**config.mk**
```make
export PLATFORM = sky130hd
export DESIGN_NAME = fetch_sequencer
export DESIGN_NICKNAME = d
export VERILOG_FILES = /design/src/rtl/fetch_pkg.sv /design/src/rtl/fetch_wait_timer.sv /design/src/rtl/fetch_sequencer.sv
export SDC_FILE = /design/constraint.sdc
export NUM_CORES = 1
export LEC_CHECK = 0
export BUFFER_PORTS_ARGS = -buffer_cell sky130_fd_sc_hd__buf_4
export CAP_MARGIN = 20
export CORE_AREA = 2 2 39 41
export CTS_BUF_LIST = sky130_fd_sc_hd__clkbuf_2
export DETAILED_ROUTE_END_ITERATION = 8
export DIE_AREA = 0 0 41 43
export PLACE_DENSITY_LB_ADDON = 0.05
export SETUP_SLACK_MARGIN = 0.15
export SKIP_CTS_REPAIR_TIMING = 1
export SLEW_MARGIN = 20
export SYNTH_ARGS = -nofsm -noshare
export SYNTH_HDL_FRONTEND = slang
export SYNTH_SLANG_ARGS = --single-unit
export TNS_END_PERCENT = 20
```
**constraint.sdc**
```tcl
create_clock -name Clk -period 1.65 [get_ports Clk]
set_clock_uncertainty 0.1 [all_clocks]
set_input_delay 0.4125 -clock Clk [delete_from_list [all_inputs] [get_ports Clk]]
set_output_delay 0.4125 -clock Clk [all_outputs]
set_load 0.02 [all_outputs]
```
**src/rtl/fetch_pkg.sv**
```systemverilog
// Shared types and constants for the instruction-fetch sequencer.
package fetch_pkg;

   localparam int unsigned MEM_WAIT_MAX = 15;
   localparam int unsigned WAIT_W       = 4;

   typedef enum logic [2:0] {
      StHalt     = 3'd0,
      StF1       = 3'd1,
      StF2       = 3'd2,
      StF3       = 3'd3,
      StExec     = 3'd4,
      StPause    = 3'd5,
      StPauseRel = 3'd6
   } fetch_state_t;

endpackage

```
**src/rtl/fetch_wait_timer.sv**
```systemverilog
// Loadable down-counter that times the memory read in the F2 state.
module fetch_wait_timer
   import fetch_pkg::*;
(
   input  logic              i_clk,
   input  logic              i_reset,
   input  logic              i_load,
   input  logic [WAIT_W-1:0] i_value,
   input  logic              i_dec,
   output logic              o_zero
);

   logic [WAIT_W-1:0] r_count;

   always_ff @(posedge i_clk) begin
      if (i_reset) begin
         r_count <= '0;
      end else if (i_load) begin
         r_count <= i_value;
      end else if (i_dec && (r_count != '0)) begin
         r_count <= r_count - 1'b1;
      end
   end

   assign o_zero = (r_count == '0);

endmodule

```
**src/rtl/fetch_sequencer.sv**
```systemverilog
// Fetch-side control FSM: owns the bus gates and fetch load enables.
// Moore machine; outputs decode from state and wait counter only.
module fetch_sequencer
   import fetch_pkg::*;
#(
   parameter int unsigned MEM_WAIT    = 2,
   parameter bit          SINGLE_STEP = 1'b1
) (
   input  logic       Clk,
   input  logic       Reset,
   input  logic       Run,
   input  logic       Continue,
   input  logic       exec_done,
   output logic       GatePC,
   output logic       GateMDR,
   output logic       LD_MAR,
   output logic       LD_PC,
   output logic       pc_inc,
   output logic       Mem_OE,
   output logic       LD_MDR,
   output logic       LD_IR,
   output logic       instr_valid,
   output logic [2:0] state_dbg
);

   fetch_state_t r_state;
   fetch_state_t w_state_next;
   logic         w_wait_zero;

   // Counter is primed in F1 so the first F2 cycle already sees MEM_WAIT-1.
   fetch_wait_timer u_wait_timer (
      .i_clk   (Clk),
      .i_reset (Reset),
      .i_load  (r_state == StF1),
      .i_value (WAIT_W'(MEM_WAIT - 1)),
      .i_dec   (r_state == StF2),
      .o_zero  (w_wait_zero)
   );

   always_comb begin
      w_state_next = r_state;
      case (r_state)
         StHalt:     if (Run) w_state_next = StF1;
         StF1:       w_state_next = StF2;
         StF2:       if (w_wait_zero) w_state_next = StF3;
         StF3:       w_state_next = StExec;
         StExec: begin
            if (exec_done) begin
               if (SINGLE_STEP)  w_state_next = StPause;
               else if (Run)     w_state_next = StF1;
               else              w_state_next = StHalt;
            end
         end
         StPause:    if (Continue) w_state_next = StPauseRel;
         // Waiting for button release gives one instruction per press.
         StPauseRel: if (!Continue) w_state_next = Run ? StF1 : StHalt;
         default:    w_state_next = StHalt;
      endcase
   end

   always_ff @(posedge Clk) begin
      if (Reset) begin
         r_state <= StHalt;
      end else begin
         r_state <= w_state_next;
      end
   end

   always_comb begin
      GatePC      = 1'b0;
      GateMDR     = 1'b0;
      LD_MAR      = 1'b0;
      LD_PC       = 1'b0;
      pc_inc      = 1'b0;
      Mem_OE      = 1'b1;
      LD_MDR      = 1'b0;
      LD_IR       = 1'b0;
      instr_valid = 1'b0;
      case (r_state)
         StF1: begin
            GatePC = 1'b1;
            LD_MAR = 1'b1;
            LD_PC  = 1'b1;
            pc_inc = 1'b1;
         end
         StF2: begin
            Mem_OE = 1'b0;
            LD_MDR = w_wait_zero;
         end
         StF3: begin
            GateMDR = 1'b1;
            LD_IR   = 1'b1;
         end
         StExec:  instr_valid = 1'b1;
         default: ;
      endcase
   end

   assign state_dbg = r_state;

endmodule

```
# After elaboration in Yosys (flattened, before gate mapping)
# Cells that the tools add are included.
# word_totals
rom_bits	0
in_bits	5
mem_bits_rw	0
regBits	7
mem_count	0
out_inout_bits	12
latch_bits	0
elab_cells	36
# classes
div_mod_pow	0
n_mul	0
n_reduce_logical	7
muxes	14
n_eq_ne	11
bitwise	0
addsub	1
magnitude_cmp	0
shifts	0
# op_table
cell	count
case mux 3 bit (7 select lines)	1
two-way mux 3 bit	5
!= test 2 bit, second input constant	5
equality test 3 bit, second input constant	3
two-way mux 1 bit	8
equality test 3 x 2 -> 1 bit, second input constant	2
AND reduction 5 bit	1
logical NOT 4 bit	1
nonzero test 4 bit	1
subtractor 4 x 1 -> 4 bit, second input constant	1
equality test 3 x 1 -> 1 bit, second input constant	1
logical NOT 3 bit	1
nonzero test 2 bit	1
OR reduction 2 bit	1
logical AND 1 bit	1

# Logic depth before layout (Yosys ltp)
# logic_depth
word_depth	4
mapped_depth	6
depth_no_buf	6

# Cells and area by module
# Synthesis repeated with hierarchy kept, for this count alone.
# hier_totals
cells_unflattened	61
area_unflattened_um2	515.5
# modules_own_cells
module	cells_each	n_inst	seq_area_each_um2	area_each_um2
fetch_wait_timer	29	1	80.1	262.8
fetch_sequencer	32	1	60.1	252.7

# Worst setup path after synthesis
# No wires, ideal clock.
# synth_timing
kind	reg2out
startpoint	reg r_state[0] (netlist: state_dbg[0])
endpoint	out LD_MAR
stages_incl_launch_ff	4
path_slack_ns	-0.234
arrival_time_ns	1.372
path_buffers	1
t_required_ns	1.137
path_cell_list	dfxtp_1 > nand2b_1 > nor2_1 > buf_4
# synth_between
elab_chain_len	2
# synth_rtl
element	line	source
start: declaration	fetch_sequencer.sv:26	fetch_state_t r_state;
start signal: assignment	fetch_sequencer.sv:63	r_state <= StHalt;
start signal: assignment	fetch_sequencer.sv:65	r_state <= w_state_next;
equality test 3 x 1 -> 1 bit	-	
two-way mux 1 bit	-	
end: declaration	fetch_sequencer.sv:16	output logic LD_MAR,
# Every way passes these cells.

# Final worst setup path
# layout_timing
startpoint	reg u_wait_timer.r_count[1]
endpoint	out LD_MDR
# layout_between
elab_chain_len	2
# layout_rtl
element	line	source
start: declaration	fetch_wait_timer.sv:13	logic [WAIT_W-1:0] r_count;
start signal: assignment	fetch_wait_timer.sv:19	r_count <= i_value;
start signal: assignment	fetch_wait_timer.sv:21	r_count <= r_count - 1'b1;
logical NOT 4 bit	fetch_wait_timer.sv:25	assign o_zero = (r_count == '0);
two-way mux 1 bit	fetch_sequencer.sv:79	case (r_state)
end: declaration	fetch_sequencer.sv:20	output logic LD_MDR,
# Every way passes these cells.

==> results_dict.tcl <==
set metrics [dict create \
    outcome "complete, but fails checks" \
    violations "negative setup slack" \
    grt_max_degree 11 \
    vias 469 \
    syn_nets 64 \
    period_needed_ps 1890 \
    multiInputGateArea_um2 315 \
    cts_num_sinks 7 \
    critPathKind "flip-flop to primary output" \
    diodes 0 \
    track_usage_pct 13.9 \
    regToRegEndpoint "state_dbg[1]" \
    seq_area_frac_synth_pct 30.4 \
    worstReg2RegStart "u_wait_timer.r_count[1]" \
    pwr-share-clk_pct 23.3 \
    dpl_worst_slack_ps 6.18 \
    cts_tree "yes" \
    numCtsBuffers 3 \
    cellInternalPower_uw 373 \
    final_max_slew_viol_count 0 \
    tightest_slew_ps 253 \
    fin_nets 88 \
    ir_drop_uv 343 \
    cts_root_buf "clkbuf_2" \
    synth_edf_count 0 \
    swShare_pct 36.6 \
    drc 0 \
    ys_ff_latch 7 \
    synth_cell_type_count 28 \
    cap_violations 0 \
    fmax_ghz 0.529 \
    dr.pass1.iters 4 \
    ant_nets 0 \
    syn-instance-count 58 \
    hold_class "primary input to flip-flop" \
    coreArea_um2 1380 \
    first_iter_violations 5 \
    yosysTopAreaCell "dfxtp_1" \
    wl_per_cell_um 11.4 \
    synth.most_common_cell "nor2_1" \
    p_total_uw 588 \
    die_h_um 43 \
    area.sequential_um2 154 \
    layout-drive-gt1-share_pct 59.3 \
    r2r_slack_ps 60 \
    routabilityCongestion 0.689 \
    powerDensity_nw_per_um2 809 \
    post-dp-hpwl_um 787 \
    drt-total-wl_um 1110 \
    synthesis.area_um2 460 \
    synthTopCellsByArea "dfxtp_1 (30%), buf_4 (6.5%), nor2_1 (6.5%), inv_1 (4.9%), nand3_1 (4.3%)" \
    cts.path.max_buffers 2 \
    area_delta_synth_final_pct 57.9 \
    grt-ovfl-total 0 \
    dieArea_um2 1760 \
    num_rows 14 \
    synthTopCellsByCount "nor2_1 (8), dfxtp_1 (7), inv_1 (6)" \
    maxSlewHeadroom_pct 83.0 \
    yosys.area.top_type_share_pct 30.4 \
    htree_levels 1 \
    pin_count 17 \
    p_switching_uw 215 \
    grt_pass1_vias 393 \
    path_max_fanout 5 \
    pwr-share-seq_pct 34.6 \
    worst-r2r-cell-count 6 \
    syn_avg_cell_area_um2 7.94 \
    start_util_pct 33.3 \
    setup_slack_ps -239 \
    clkLatencyLatePin_ps 250 \
    rsz0062_at_grt "yes" \
    ys.flop_type "dfxtp_1" \
    ys_warn_count 0 \
    critical_path_required_ps 1140 \
    crit_arrival_ps 1380 \
    synth-async-reset-ratio_pct 0 \
    avgViaCountPerCell 4.84 \
    antenna_found_initial 0 \
    num-fill-cells 141 \
    combPwrFrac_pct 42.1 \
    cp-endpoint "LD_MDR" \
    p_leak_nw 0.318 \
    io_buffer_count 16 \
    report.final.hold_viol_count 0 \
    setup_viol 1 \
    worstSetupStartpoint "u_wait_timer.r_count[1]" \
    cts.reportedPaths.clkPinSlew_ps 70 \
    endpoint_kind "primary output" \
    startpoint_type "flip-flop" \
    grt_pass1_wl_um 1590 \
    period_share_pct 114 \
    fp.dieW_um 41 \
]
-- routing by layer --
metal  wire length [um]  up-vias  part of all wire [%]  GRT usage (%)
met3                 63        5                   5.7           3.14
li1                   -      242                     -              -
met4                 36        0                   3.3           12.0
met5                  0        -                     0              0
met2                544       12                    49           20.6
met1                461      210                    42           15.6
-- power groups by stage --
| stage | registers, mW | logic, mW | clock network, mW |
|---|---|---|---|
| CTS | 0.206 | 0.216 | 0.139 |
| finish | 0.204 | 0.248 | 0.137 |
| floorplan | 0.213 | 0.147 | 0 |
| global placement | 0.209 | 0.215 | 0 |
| detailed placement | 0.209 | 0.215 | 0 |
| global route | 0.207 | 0.266 | 0.151 |
-- cell usage in the layout, fill, tap and decap left out, types with 2 or more instances in the layout --
cell type / instances
buf_4: 20
nor2_1: 4
nand3_1: 4
clkbuf_2: 4
buf_6: 4
inv_2: 3
nor2_4: 3
inv_1: 3
a21oi_1: 3
dfxtp_4: 3
nand2_1: 2
xor2_1: 2
o21ai_1: 2
o21ai_0: 2
dfxtp_2: 2
dfxtp_1: 2
-- worst max-delay path, stage by stage, from the launching register on --
cell and delay (ps):
dfxtp_2 330, inv_2 60, ha_4 120, or3b_4 410, nor2_4 90, buf_6 110
-- how the worst min path moves through the flow --
stage / slack (ps) / from / depth (start not counted) / endpoint
CTS: 240 / Reset / 2 / u_wait_timer.r_count[0]
finish: 240 / Reset / 2 / u_wait_timer.r_count[0]
global placement: 410 / u_wait_timer.r_count[3] / 2 / u_wait_timer.r_count[3]
floorplan: 370 / Reset / 1 / u_wait_timer.r_count[0]
detailed placement: 420 / u_wait_timer.r_count[3] / 2 / u_wait_timer.r_count[3]
global route: 230 / Reset / 2 / state_dbg[2]
-- kinds of logic after synthesis --
kind of cell             synth area share (%)
XOR/XNOR                                 5.71
multiplexers                             2.17
flip-flops                               30.4
AND/OR/NAND/NOR                          29.6
buffers and inverters                    12.5
AO/OA/AOI/OAI                            16.8
adder cells (fa/ha/maj)                  2.72
-- cell type report --
type	instances	area share [%]
well taps	16	2.75
multi-input cells	40	43.4
clock buffers	4	2.75
inverters	6	3.10
repair buffers	24	26.9
flip-flops and latches	7	21.2
-- flip-flops by register name (all words and copies together), names as in the netlist --
signal                cells
u_wait_timer.r_count      4
state_dbg                 3
-- per-stage QoR --
step / instances / hold slack, ps / TNS, ps / area [um^2] / utilization (%)
after floorplan: 58 / 368 / 0 / 502 / -
after global placement: 89 / 405 / 0 / 631 / 45.6
after detailed placement: 89 / 415 / 0 / 631 / 45.6
after CTS: 93 / 235 / -387 / 651 / 47.0
after global routing: 97 / 234 / -366 / 727 / 52.5
final: 97 / 236 / -239 / 727 / 52.5
No activity file was read; power rests on OpenSTA's default activity.
